`config.mk`:
```
export PLATFORM = sky130hd
export DESIGN_NAME = ped_crossing_ctrl
export DESIGN_NICKNAME = d
export VERILOG_FILES = /design/src/rtl/ped_crossing_ctrl.sv
export SDC_FILE = /design/constraint.sdc
export NUM_CORES = 1
export LEC_CHECK = 0
export BUFFER_PORTS_ARGS = -buffer_cell sky130_fd_sc_hd__buf_2
export CORE_UTILIZATION = 51
export DETAILED_ROUTE_END_ITERATION = 10
export PLACE_DENSITY = 0.75
export SKIP_LAST_GASP = 1
export SLEW_MARGIN = 20
export SYNTH_ARGS = -nofsm -noshare
export SYNTH_HDL_FRONTEND = slang
export SYNTH_SLANG_ARGS = --single-unit
```
`constraint.sdc`:
```
create_clock -name clk -period 1.95 [get_ports clk]
set_clock_uncertainty 0.05 [all_clocks]
set_input_delay 0.195 -clock clk [delete_from_list [all_inputs] [get_ports clk]]
set_output_delay 0.195 -clock clk [all_outputs]
set_load 0.005 [all_outputs]
```
`src/rtl/ped_crossing_ctrl.sv`:
```
`default_nettype none
// ============================================================================
// Module   : ped_crossing_ctrl
// Brief    : Pedestrian crossing controller that shadows a vehicle light;
//            services latched button requests at the start of each red phase.
// Revision : 1.0 - initial release
// ============================================================================
module ped_crossing_ctrl #(
  parameter int WALK_CYCLES  = 5,
  parameter int CLEAR_CYCLES = 4
) (
  input  logic       clk,
  input  logic       reset,
  input  logic       red,
  input  logic       green,
  input  logic       yellow,
  input  logic       ped_btn,
  output logic       walk_lamp,
  output logic       dw_lamp,
  output logic [3:0] countdown,
  output logic       req_pending,
  output logic       fault
);

  localparam logic [1:0] c_IDLE  = 2'd0;
  localparam logic [1:0] c_WALK  = 2'd1;
  localparam logic [1:0] c_CLEAR = 2'd2;
  localparam logic [1:0] c_FAULT = 2'd3;

  localparam logic [3:0] c_WALK_LOAD  = 4'(WALK_CYCLES);
  localparam logic [3:0] c_CLEAR_LOAD = 4'(CLEAR_CYCLES);

  logic       r_sync1;
  logic       r_sync2;
  logic       r_sync3;
  logic       r_red_d;
  logic       r_req_pending;
  logic [1:0] r_state;
  logic [3:0] r_cnt;

  logic       w_btn_edge;
  logic       w_red_start;
  logic       w_lamps_bad;
  logic [1:0] w_state_nxt;
  logic [3:0] w_cnt_nxt;
  logic       w_pending_nxt;

  assign w_btn_edge  = r_sync2 & ~r_sync3;
  assign w_red_start = red & ~r_red_d;
  assign w_lamps_bad = ({red, green, yellow} != 3'b100) &&
                       ({red, green, yellow} != 3'b010) &&
                       ({red, green, yellow} != 3'b001);

  // Fault checks sit first in every branch so they win over phase-end moves.
  always_comb begin
    w_state_nxt   = r_state;
    w_cnt_nxt     = r_cnt;
    w_pending_nxt = r_req_pending | w_btn_edge;
    case (r_state)
      c_IDLE: begin
        if (w_lamps_bad) begin
          w_state_nxt = c_FAULT;
          w_cnt_nxt   = 4'd0;
        end else if (w_red_start && (r_req_pending || w_btn_edge)) begin
          w_state_nxt   = c_WALK;
          w_cnt_nxt     = c_WALK_LOAD;
          w_pending_nxt = 1'b0;
        end
      end
      c_WALK: begin
        if (w_lamps_bad || !red) begin
          w_state_nxt = c_FAULT;
          w_cnt_nxt   = 4'd0;
        end else if (r_cnt <= 4'd1) begin
          w_state_nxt = c_CLEAR;
          w_cnt_nxt   = c_CLEAR_LOAD;
        end else begin
          w_cnt_nxt = r_cnt - 4'd1;
        end
      end
      c_CLEAR: begin
        if (w_lamps_bad || !red) begin
          w_state_nxt = c_FAULT;
          w_cnt_nxt   = 4'd0;
        end else if (r_cnt <= 4'd1) begin
          w_state_nxt = c_IDLE;
          w_cnt_nxt   = 4'd0;
        end else begin
          w_cnt_nxt = r_cnt - 4'd1;
        end
      end
      default: begin
        w_state_nxt = c_FAULT;
        w_cnt_nxt   = 4'd0;
      end
    endcase
  end

  always_ff @(posedge clk or posedge reset) begin
    if (reset) begin
      r_sync1       <= 1'b0;
      r_sync2       <= 1'b0;
      r_sync3       <= 1'b0;
      r_red_d       <= 1'b0;
      r_req_pending <= 1'b0;
      r_state       <= c_IDLE;
      r_cnt         <= 4'd0;
    end else begin
      r_sync1       <= ped_btn;
      r_sync2       <= r_sync1;
      r_sync3       <= r_sync2;
      r_red_d       <= red;
      r_req_pending <= w_pending_nxt;
      r_state       <= w_state_nxt;
      r_cnt         <= w_cnt_nxt;
    end
  end

  // Flash phase: lamp on whenever the count has the same parity as its load.
  assign walk_lamp   = (r_state == c_WALK);
  assign dw_lamp     = (r_state != c_WALK) &&
                       !((r_state == c_CLEAR) && (r_cnt[0] ^ c_CLEAR_LOAD[0]));
  assign countdown   = (r_state == c_CLEAR) ? r_cnt : 4'd0;
  assign req_pending = r_req_pending;
  assign fault       = (r_state == c_FAULT);

endmodule
`default_nettype wire

```
==> results.sh, run 1 <==
export IMPL_synth_ff_latch_count=11
export IMPL_end_kind="register"
export IMPL_yosysWarningCount=0
export IMPL_syn2layout_area_growth_pct=19.55
export IMPL_vias=542
export IMPL_regArea_um2=275.3
export IMPL_syn_inst=61
export IMPL_die_h_um=38.13
export IMPL_layout_commonest_cell="buf_2"
export IMPL_relSlewSlack_pct=71.27
export IMPL_synth_nets=69
export IMPL_h_tree_depth=1
export IMPL_grtUsageTotal_pct=23.85
export IMPL_vdd_ir_drop_max_mv=0.4264
export IMPL_fin_cells=94
export IMPL_drive_gt1_share_pct=33.75
export IMPL_dp_cells=88
export IMPL_rr_startpoint="r_cnt[0]"
export IMPL_clk_pin_slew_ps=80
export IMPL_holdWs_ps=29.05
export IMPL_drc=0
export IMPL_synth_top_family_by_area="compound AO/OA/AOI/OAI gates"
export IMPL_first_iter_violations=11
export IMPL_multi_input_area_um2=375.4
export IMPL_dp_hpwl_um=972.5
export IMPL_grt_max_degree=12
export IMPL_synthMuxAreaShare_pct=3.008
export IMPL_power_leakage_nw=0.3606
export IMPL_cts_made_buffers=3
export IMPL_synth_compound_area_share_pct=25.94
export IMPL_pin_count=14
export IMPL_overflow=0
export IMPL_syn_avg_cell_area_um2=10.91
export IMPL_power_w=0.0004279
export IMPL_antenna_left=0
export IMPL_final_min_clock_period_ps=1669
export IMPL_rows=12
export IMPL_startpoint="r_cnt[0]"
export IMPL_antenna_found_initial=0
export IMPL_dieArea_um2=1454
export IMPL_ys_seq_area_share_pct=41.35
export IMPL_synth_xor_area_share_pct=2.632
export IMPL_setup_violations=0
export IMPL_yosys_top_cells_area="dfrtp_1, and2_1, ha_1, mux2i_1, nor2_1"
export IMPL_routed_wl_um=1321
export IMPL_vias_per_cell=5.766
export IMPL_final_max_slew_violation_count=0
export IMPL_worstHoldPathType="input pin to register"
export IMPL_drv_cap=0
export IMPL_final_cell_mix="buf_2, dfrtp_1, nor2_1"
export IMPL_place_area_um2=748.2
export IMPL_num_fill_cells=97
export IMPL_cts_repair_resized=0
export IMPL_stdcell_area_um2=795.8
export IMPL_initial_core_util_pct=57.58
export IMPL_path_class="register to register"
export IMPL_fin_setup_tns_ps=0
export IMPL_ctsRootBufferMaster="clkbuf_4"
export IMPL_io_buffers=13
export IMPL_critical_path_max_fanout=7
export IMPL_power_density_nw_per_um2=537.8
export IMPL_coreArea_um2=1156
export IMPL_cts_sinks=11
export IMPL_synth_top_area_share_pct=41.35
export IMPL_cts_tree="built"
export IMPL_diodes=0
export IMPL_synth_top_area_cell="dfrtp_1"
export IMPL_grt_first_pass_wirelength_um=2208
export IMPL_syn_cell_area_um2=665.6
export IMPL_cts_buffer_depth=2
export IMPL_insertion_delay_ps=280
export IMPL_chipWidth_um=38.13
export IMPL_gp_congestion=0.7837
export IMPL_worstSetupStartpointType="register"
export IMPL_hp_start="red"
export IMPL_firstDrtPassIters=4
export IMPL_synth_cell_types=34
export IMPL_required_ps=2120
export IMPL_period_share_pct=85.60
export IMPL_outcome="complete, no violations"
export IMPL_hold_viol=0
export IMPL_grt_setup_unrepaired="no"
export IMPL_synthAdderAreaFrac_pct=3.759
export IMPL_wl_per_cell_um=14.05
export IMPL_grt_pass1_vias=501
export IMPL_yosys_area_share_simple_pct=21.05
export IMPL_cp_arrival_ps=1840
export IMPL_clock_fmax_mhz=599.1
export IMPL_worstMarginPinSlew_ps=430.4
export IMPL_fin_nets=89
-- final cells by class --
cell class / instances / share of cell area (%)
well taps: 14 / 2.201
clock buffers: 3 / 2.830
inverters: 4 / 1.887
multi-input cells: 46 / 47.17
clock inverters: 1 / 0.6289
repair buffers: 15 / 10.69
flip-flops and latches: 11 / 34.59
-- power breakdown --
part           internal, W  switching, W
Combinational    0.0000119     0.0000187
Clock            0.0000763     0.0000878
Sequential        0.000232    0.00000116
-- sequential cells by signal (all words and copies together), names as in the netlist --
| signal | count |
|---|---|
| r_cnt | 4 |
| r_state | 2 |
| r_red_d | 1 |
| r_sync1 | 1 |
| r_sync2 | 1 |
| r_sync3 | 1 |
| req_pending | 1 |
-- routing by layer --
| layer | wire (µm) | global-route usage [%] | up-vias |
|---|---|---|---|
| met5 | 0 | 0 | - |
| met4 | 32 | 13.39 | 0 |
| met3 | 62 | 8.721 | 4 |
| met2 | 610 | 35.59 | 14 |
| met1 | 616 | 29.43 | 260 |
| li1 | - | - | 264 |
-- cells by family after synthesis --
logic type,Yosys count
flops,11
mux,2
xor+xnor,2
fa+ha+maj,2
simple gates,21
buf+inv,4
compound gates,19
-- synth_stat cells, drive strengths merged --
cell,instances
a21oi,3
a2bb2oi,1
a311oi,1
a31o,1
and2,4
and2b,2
dfrtp,11
ha,2
inv,4
mux2i,2
nand2,3
nor2,6
nor2b,2
nor3,1
nor3b,1
o211a,1
o211ai,2
o21a,1
o21ai,3
o221a,1
o221ai,1
o22ai,1
o31a,1
o31ai,1
o32ai,1
or2,1
or4,1
xor2,2
-- timing repair --
item | 4_1_cts | 5_1_grt
setup buffers | 0 | 0
hold buffers | 2 | 0
endpoints found under the setup margin | 0 | 0
hold endpoints to repair | 12 | 0
-- worst max-delay path: stages, from the launching register on --
cell and delay, ps:
dfrtp_1 450, inv_1 70, ha_1 220, nor2_1 300, o21ai_1 130, nor3_1 160
o221a_1 220
-- through the flow --
step	setup slack [ps]	util, %
3_5_place_dp	327.5	64.72
5_1_grt	108.5	68.83
4_1_cts	304.3	68.83
3_3_place_gp	359.8	64.72
2_1_floorplan	476.1	-
6_report	280.7	68.83
-- final timing paths --
kind,end,slack [ps],depth (start not counted)
setup / recovery,r_cnt[0],280,6
hold / removal,r_red_d,30,1
hold reg to reg,r_sync2,310,0
setup reg to reg,r_cnt[0],280,6
min in group asynchronous,req_pending,390,3
max in group asynchronous,r_cnt[1],1160,3
Note: power is estimated with default switching activity, not from simulation.
==> run 2: changes to the inputs <==
- ABC_AREA: not set -> 1
- CORE_UTILIZATION: 51 -> 52
- PLACE_DENSITY: 0.75 -> 0.76
==> run 2 against run 1 <==
  * Wire length increased by 11%
  * Clock power about the same
  * Critical path depth decreased by 1
  * Fmax increased by 12%
  * Cell area increased by 4.1%
  * Sequential power about the same
  * Core utilization increased by 1.9 points
  * Register-to-register slack improved by 200 ps
  * Final cell count increased by 30%
==> results.sh, run 2 <==
export IMPL_grt_setup_unrepaired="no"
export IMPL_synth_common_cells="nand2_1, inv_1, dfrtp_1, nand3_1"
export IMPL_layout_commonest_cell="nand2_1"
export IMPL_pre_cts_slack_ps=492.1
export IMPL_maxUsedRoutingLayer="met4"
export IMPL_fin_setup_tns_ps=0
export IMPL_largest_register="r_cnt"
export IMPL_initial_core_util_pct=59.62
export IMPL_worstMarginPinSlew_ps=418.3
export IMPL_synth_top_area_cell="dfrtp_1"
export IMPL_syn2layout_area_growth_pct=18.64
export IMPL_dieArea_um2=1493
export IMPL_insertion_delay_ps=280
export IMPL_power_w=0.0004297
export IMPL_seq_power_share_pct=54.3
export IMPL_yosysWarningCount=0
export IMPL_relSlewSlack_pct=72.08
export IMPL_grt_max_degree=12
export IMPL_power_leakage_nw=0.4260
export IMPL_power_switching_w=0.0001102
export IMPL_syn_cell_area_um2=698.2
export IMPL_cts_repair_resized=0
export IMPL_ys_seq_area_share_pct=39.43
export IMPL_required_ps=1700
export IMPL_reg_top3="r_cnt x4, r_state x2"
export IMPL_overflow=0
export IMPL_largest_reg_flops=4
export IMPL_first_iter_violations=12
export IMPL_final_util_pct=70.73
export IMPL_netSwitchingFraction_pct=25.64
export IMPL_vias_per_cell=4.959
export IMPL_final_max_slew_violation_count=0
export IMPL_final_cell_mix="nand2_1, buf_2, inv_1"
export IMPL_cts_tree="built"
export IMPL_stdcell_area_um2=828.3
export IMPL_startpoint="r_state[0]"
export IMPL_coreArea_um2=1171
export IMPL_end_kind="primary output"
export IMPL_die_h_um=38.64
export IMPL_routed_wl_um=1471
export IMPL_regArea_um2=275.3
export IMPL_path_class="register to primary output"
export IMPL_cp_arrival_ps=1250
export IMPL_place_area_um2=780.7
export IMPL_syn_avg_cell_area_um2=7.845
export IMPL_clkPwrFrac_pct=38.5
export IMPL_worstHoldPathType="input pin to register"
export IMPL_cts_made_buffers=3
export IMPL_io_buffers=13
export IMPL_synth_cell_types=21
export IMPL_firstDrtPassIters=4
export IMPL_h_tree_depth=1
export IMPL_antenna_left=0
export IMPL_period_share_pct=76.50
export IMPL_clock_fmax_mhz=670.3
export IMPL_wl_per_cell_um=12.06
export IMPL_clk_pin_slew_ps=80
export IMPL_num_fill_cells=114
export IMPL_diodes=0
export IMPL_synth_top_area_share_pct=39.43
export IMPL_pwr_share_comb_pct=7.2
export IMPL_yosysMostFrequentCell="nand2_1"
export IMPL_drive_gt1_share_pct=35.19
export IMPL_syn_inst=89
export IMPL_wl_met1_um=664
export IMPL_pin_count=14
export IMPL_outcome="complete, no violations"
export IMPL_drv_cap=0
export IMPL_antenna_found_initial=0
export IMPL_synth_nets=97
export IMPL_drc=0
export IMPL_setup_violations=0
export IMPL_yosys_most_used_dff="dfrtp_1"
export IMPL_gp_congestion=0.8736
export IMPL_hold_viol=0
export IMPL_cts_sinks=11
export IMPL_wl_met2_um=742
export IMPL_cts_buffer_depth=2
export IMPL_worstSetupStartpointType="register"
export IMPL_grt_pass1_vias=607
export IMPL_grt_first_pass_wirelength_um=2449
export IMPL_rows=12
export IMPL_chipWidth_um=38.64
export IMPL_ctsRootBufferMaster="clkbuf_4"
export IMPL_multi_input_area_um2=351.6
export IMPL_hp_start="red"
export IMPL_ys_async_sr_fraction_pct=100.0
export IMPL_setup_ws_ps=458.2
export IMPL_synth_edff_count=0
export IMPL_critical_path_max_fanout=6
export IMPL_final_min_clock_period_ps=1492
export IMPL_vias=605
export IMPL_synth_ff_latch_count=11
export IMPL_internal_power_w=0.0003195
export IMPL_wl_met3_um=40
export IMPL_grtUsageTotal_pct=24.27
export IMPL_dp_hpwl_um=1135
export IMPL_fin_nets=117
export IMPL_vdd_ir_drop_max_mv=0.3614
export IMPL_yosys_top_cells_area="dfrtp_1, nand2_1, inv_1, nand3_1, nand3_2"
export IMPL_power_density_nw_per_um2=518.7
export IMPL_rr_startpoint="r_cnt[0]"
## run 2: cell types whose count changed after synthesis, sizes merged, moves of 2 or more
cell	delta
and2b	-2
inv	+15
and2	-3
nand4	+2
nand3	+12
o211ai	-2
nor2	+6
nor2b	-2
a21oi	-3
nand2	+19
mux2i	-2
## run 2: worst max-delay path, cell delays in order (launching register included)
cell and delay, ps:
dfrtp_1 420, nor2_2 150, inv_2 90, o21ai_0 150, inv_1 50, buf_2 120
## run 2: through the flow
step | instances | hold slack (ps)
6_report | 122 | 30.73
5_1_grt | 122 | 26.04
4_1_cts | 122 | 25.99
3_5_place_dp | 116 | 158.3
3_3_place_gp | 116 | 152.1
2_1_floorplan | 89 | -2.562
## run 2: logic make-up (layout without fill, tap and decap cells)
logic type | after synthesis | in the layout | synth area share [%]
buf+inv | 19 | 38 | 10.22
fa+ha+maj | 2 | 2 | 3.584
flops | 11 | 11 | 39.43
xor+xnor | 3 | 3 | 3.764
compound gates | 4 | 4 | 4.838
simple gates | 50 | 50 | 38.17
## run 2: path summary, 6_finish.rpt
check | end | slack (ps) | depth (start not counted)
max reg2reg | r_cnt[2] | 480 | 8
min | r_red_d | 30 | 1
min in group asynchronous | r_state[1] | 400 | 3
max | dw_lamp | 460 | 5
max in group asynchronous | r_cnt[1] | 1160 | 3
min reg2reg | r_sync2 | 300 | 0
## run 2: power groups by stage
| stage | clock [W] | sequential [W] | combinational (W) |
|---|---|---|---|
| detailed placement | 0 | 0.000238 | 0.0000282 |
| CTS | 0.000168 | 0.000233 | 0.0000313 |
| global route | 0.000183 | 0.000234 | 0.0000356 |
| finish | 0.000165 | 0.000233 | 0.0000308 |
| global placement | 0 | 0.000238 | 0.0000271 |
| floorplan | 0 | 0.000238 | 0.0000181 |
## run 2: metal layers
metal / track usage (%) / vias up
met2: 42.50 / 12
met3: 3.468 / 3
met1: 30.18 / 276
li1: - / 314
met5: 0 / -
met4: 7.759 / 0
## run 2: repair_timing
action                                 CTS  global route
buffers inserted                         0             0
endpoints found under the hold margin   12             0
hold buffers                             2             0
## run 2: area by class of cell
cell class | count | area share (%)
Clock inverter | 1 | 0.6042
Multi-Input combinational cell | 59 | 42.45
Inverter | 19 | 8.610
Sequential cell | 11 | 33.23
Tap cell | 14 | 2.115
Clock buffer | 3 | 2.719
Timing Repair Buffer | 15 | 10.27
==> run 3: changes to the inputs <==
- clock period: 1.95 -> 1.45 ns (I/O delays scaled with it)
==> run 3 against run 2 <==
  * Count of clock-buffer cells in the layout rose by 1
  * Non-clock buffer count increased by 4
  * Wire length increased by 5.2%
  * Combinational power increased by 45%
  * Power up 35%
  * Setup slack got worse by 410 ps
  * Hold slack better by 230 ps
==> results.sh, run 3 (synthesis results as in run 2) <==
export IMPL_netSwitchingFraction_pct=24.85
export IMPL_overflow=0
export IMPL_power_density_nw_per_um2=663.1
export IMPL_final_cell_mix="nand2_1, buf_2, dfrtp_1"
export IMPL_antenna_left=0
export IMPL_clock_fmax_mhz=712.9
export IMPL_grtUsageTotal_pct=23.45
export IMPL_io_buffers=13
export IMPL_pin_count=14
export IMPL_antenna_found_initial=0
export IMPL_dp_cells=117
export IMPL_multi_input_area_um2=366.6
export IMPL_cts_buffer_depth=2
export IMPL_critical_path_max_fanout=6
export IMPL_routed_wl_um=1548
export IMPL_final_min_clock_period_ps=1403
export IMPL_worstMarginPinSlew_ps=437.0
export IMPL_fin_nets=121
export IMPL_vias=636
export IMPL_layout_commonest_cell="nand2_1"
export IMPL_pwr_share_comb_pct=7.7
export IMPL_final_util_pct=74.68
export IMPL_fin_cells=126
export IMPL_cts_made_buffers=3
export IMPL_dp_hpwl_um=1076
export IMPL_internal_power_w=0.0004359
export IMPL_grt_max_degree=12
export IMPL_worstSetupStartpointType="register"
export IMPL_firstDrtPassIters=4
export IMPL_end_kind="primary output"
export IMPL_r2r_cells=7
export IMPL_clkPwrFrac_pct=38.1
export IMPL_min_path_cells=6
export IMPL_setup_violations=0
export IMPL_rows=12
export IMPL_clk_pin_slew_ps=80
export IMPL_grt_first_pass_wirelength_um=2339
export IMPL_wl_per_cell_um=12.29
export IMPL_diodes=0
export IMPL_reg_top3="r_cnt x4, r_state x2"
export IMPL_cts_tree="built"
export IMPL_power_switching_w=0.0001441
export IMPL_chipWidth_um=38.64
export IMPL_gp_congestion=0.8479
export IMPL_vias_per_cell=5.048
export IMPL_required_ps=1250
export IMPL_largest_reg_flops=4
export IMPL_cp_arrival_ps=1210
export IMPL_period_share_pct=96.74
export IMPL_first_iter_violations=22
export IMPL_power_leakage_nw=0.4425
export IMPL_cts_sinks=11
export IMPL_num_fill_cells=85
export IMPL_syn2layout_area_growth_pct=25.27
export IMPL_dieArea_um2=1493
export IMPL_grt_setup_unrepaired="no"
export IMPL_fin_setup_tns_ps=0
export IMPL_ctsRootBufferMaster="clkbuf_4"
export IMPL_relSlewSlack_pct=70.84
export IMPL_drive_gt1_share_pct=39.29
export IMPL_drv_cap=0
export IMPL_drc=0
export IMPL_largest_register="r_cnt"
export IMPL_vdd_ir_drop_max_mv=0.4324
export IMPL_h_tree_depth=1
export IMPL_worstHoldPathType="input pin to register"
export IMPL_final_max_slew_violation_count=0
export IMPL_die_h_um=38.64
export IMPL_outcome="complete, no violations"
export IMPL_grt_pass1_vias=556
export IMPL_insertion_delay_ps=280
export IMPL_initial_core_util_pct=59.62
export IMPL_seq_power_share_pct=54.1
export IMPL_path_class="register to primary output"
export IMPL_hold_viol=0
export IMPL_regArea_um2=275.3
export IMPL_coreArea_um2=1171
run 3: cell count changes in the layout (fill, tap and decap cells not counted), sizes merged:
cell / delta
buf: +3
clkbuf: +1
clkinv: -1
dlygate4sd3: +1
run 3: worst max-delay path, stage by stage, from the launching register on:
cell and delay, ps:
dfrtp_1 420, nor2_2 140, inv_2 90, o21ai_1 120
inv_1 40, buf_2 120
run 3: final timing paths:
path                             from         end  slack [ps]
max in group asynchronous       reset    r_cnt[1]         690
max reg2reg                  r_cnt[0]    r_cnt[2]         100
min reg2reg                   r_sync1     r_sync2         300
min in group asynchronous       reset  r_state[1]         350
min                             green  r_state[1]         260
max                        r_state[0]     dw_lamp          50
run 3: power by group through the flow:
stage	clock (W)	combinational [W]	sequential [W]
after floorplan	0	0.0000243	0.000320
after global placement	0	0.0000362	0.000320
after detailed placement	0	0.0000381	0.000320
after CTS	0.000218	0.0000443	0.000314
after global routing	0.000231	0.0000494	0.000315
final	0.000221	0.0000448	0.000314
run 3: stage by stage:
stage	area (µm²)	setup WS, ps	power [W]	hold slack (ps)
floorplan	698.2	114.4	0.0003440	-52.56
global placement	788.3	73.91	0.0003561	105.2
detailed placement	788.3	43.23	0.0003584	114.7
CTS	844.6	16.12	0.0005767	257.7
global route	874.6	4.992	0.0005950	295.5
finish	874.6	47.34	0.0005800	257.4
run 3: per-layer routing:
metal	up-vias	share of wire [%]	wire, µm	global-route usage (%)
li1	319	-	-	-
met1	290	44	678	31.02
met2	25	52	805	37.50
met3	2	3.3	51	5.202
met4	0	0.78	12	7.759
met5	-	0	0	0
run 3: final cells by class:
type,instances,area share [%]
multi-input cells,59,41.92
repair buffers,19,13.45
clock buffers,4,3.004
inverters,19,8.155
well taps,14,2.003
flip-flops and latches,11,31.47
run 3: repair_timing:
item / CTS / global route
setup endpoints to repair: 0 / 7
hold endpoints to repair: 13 / 0
hold buffers: 3 / 0
buffers inserted: 0 / 2
resized for setup: 0 / 6
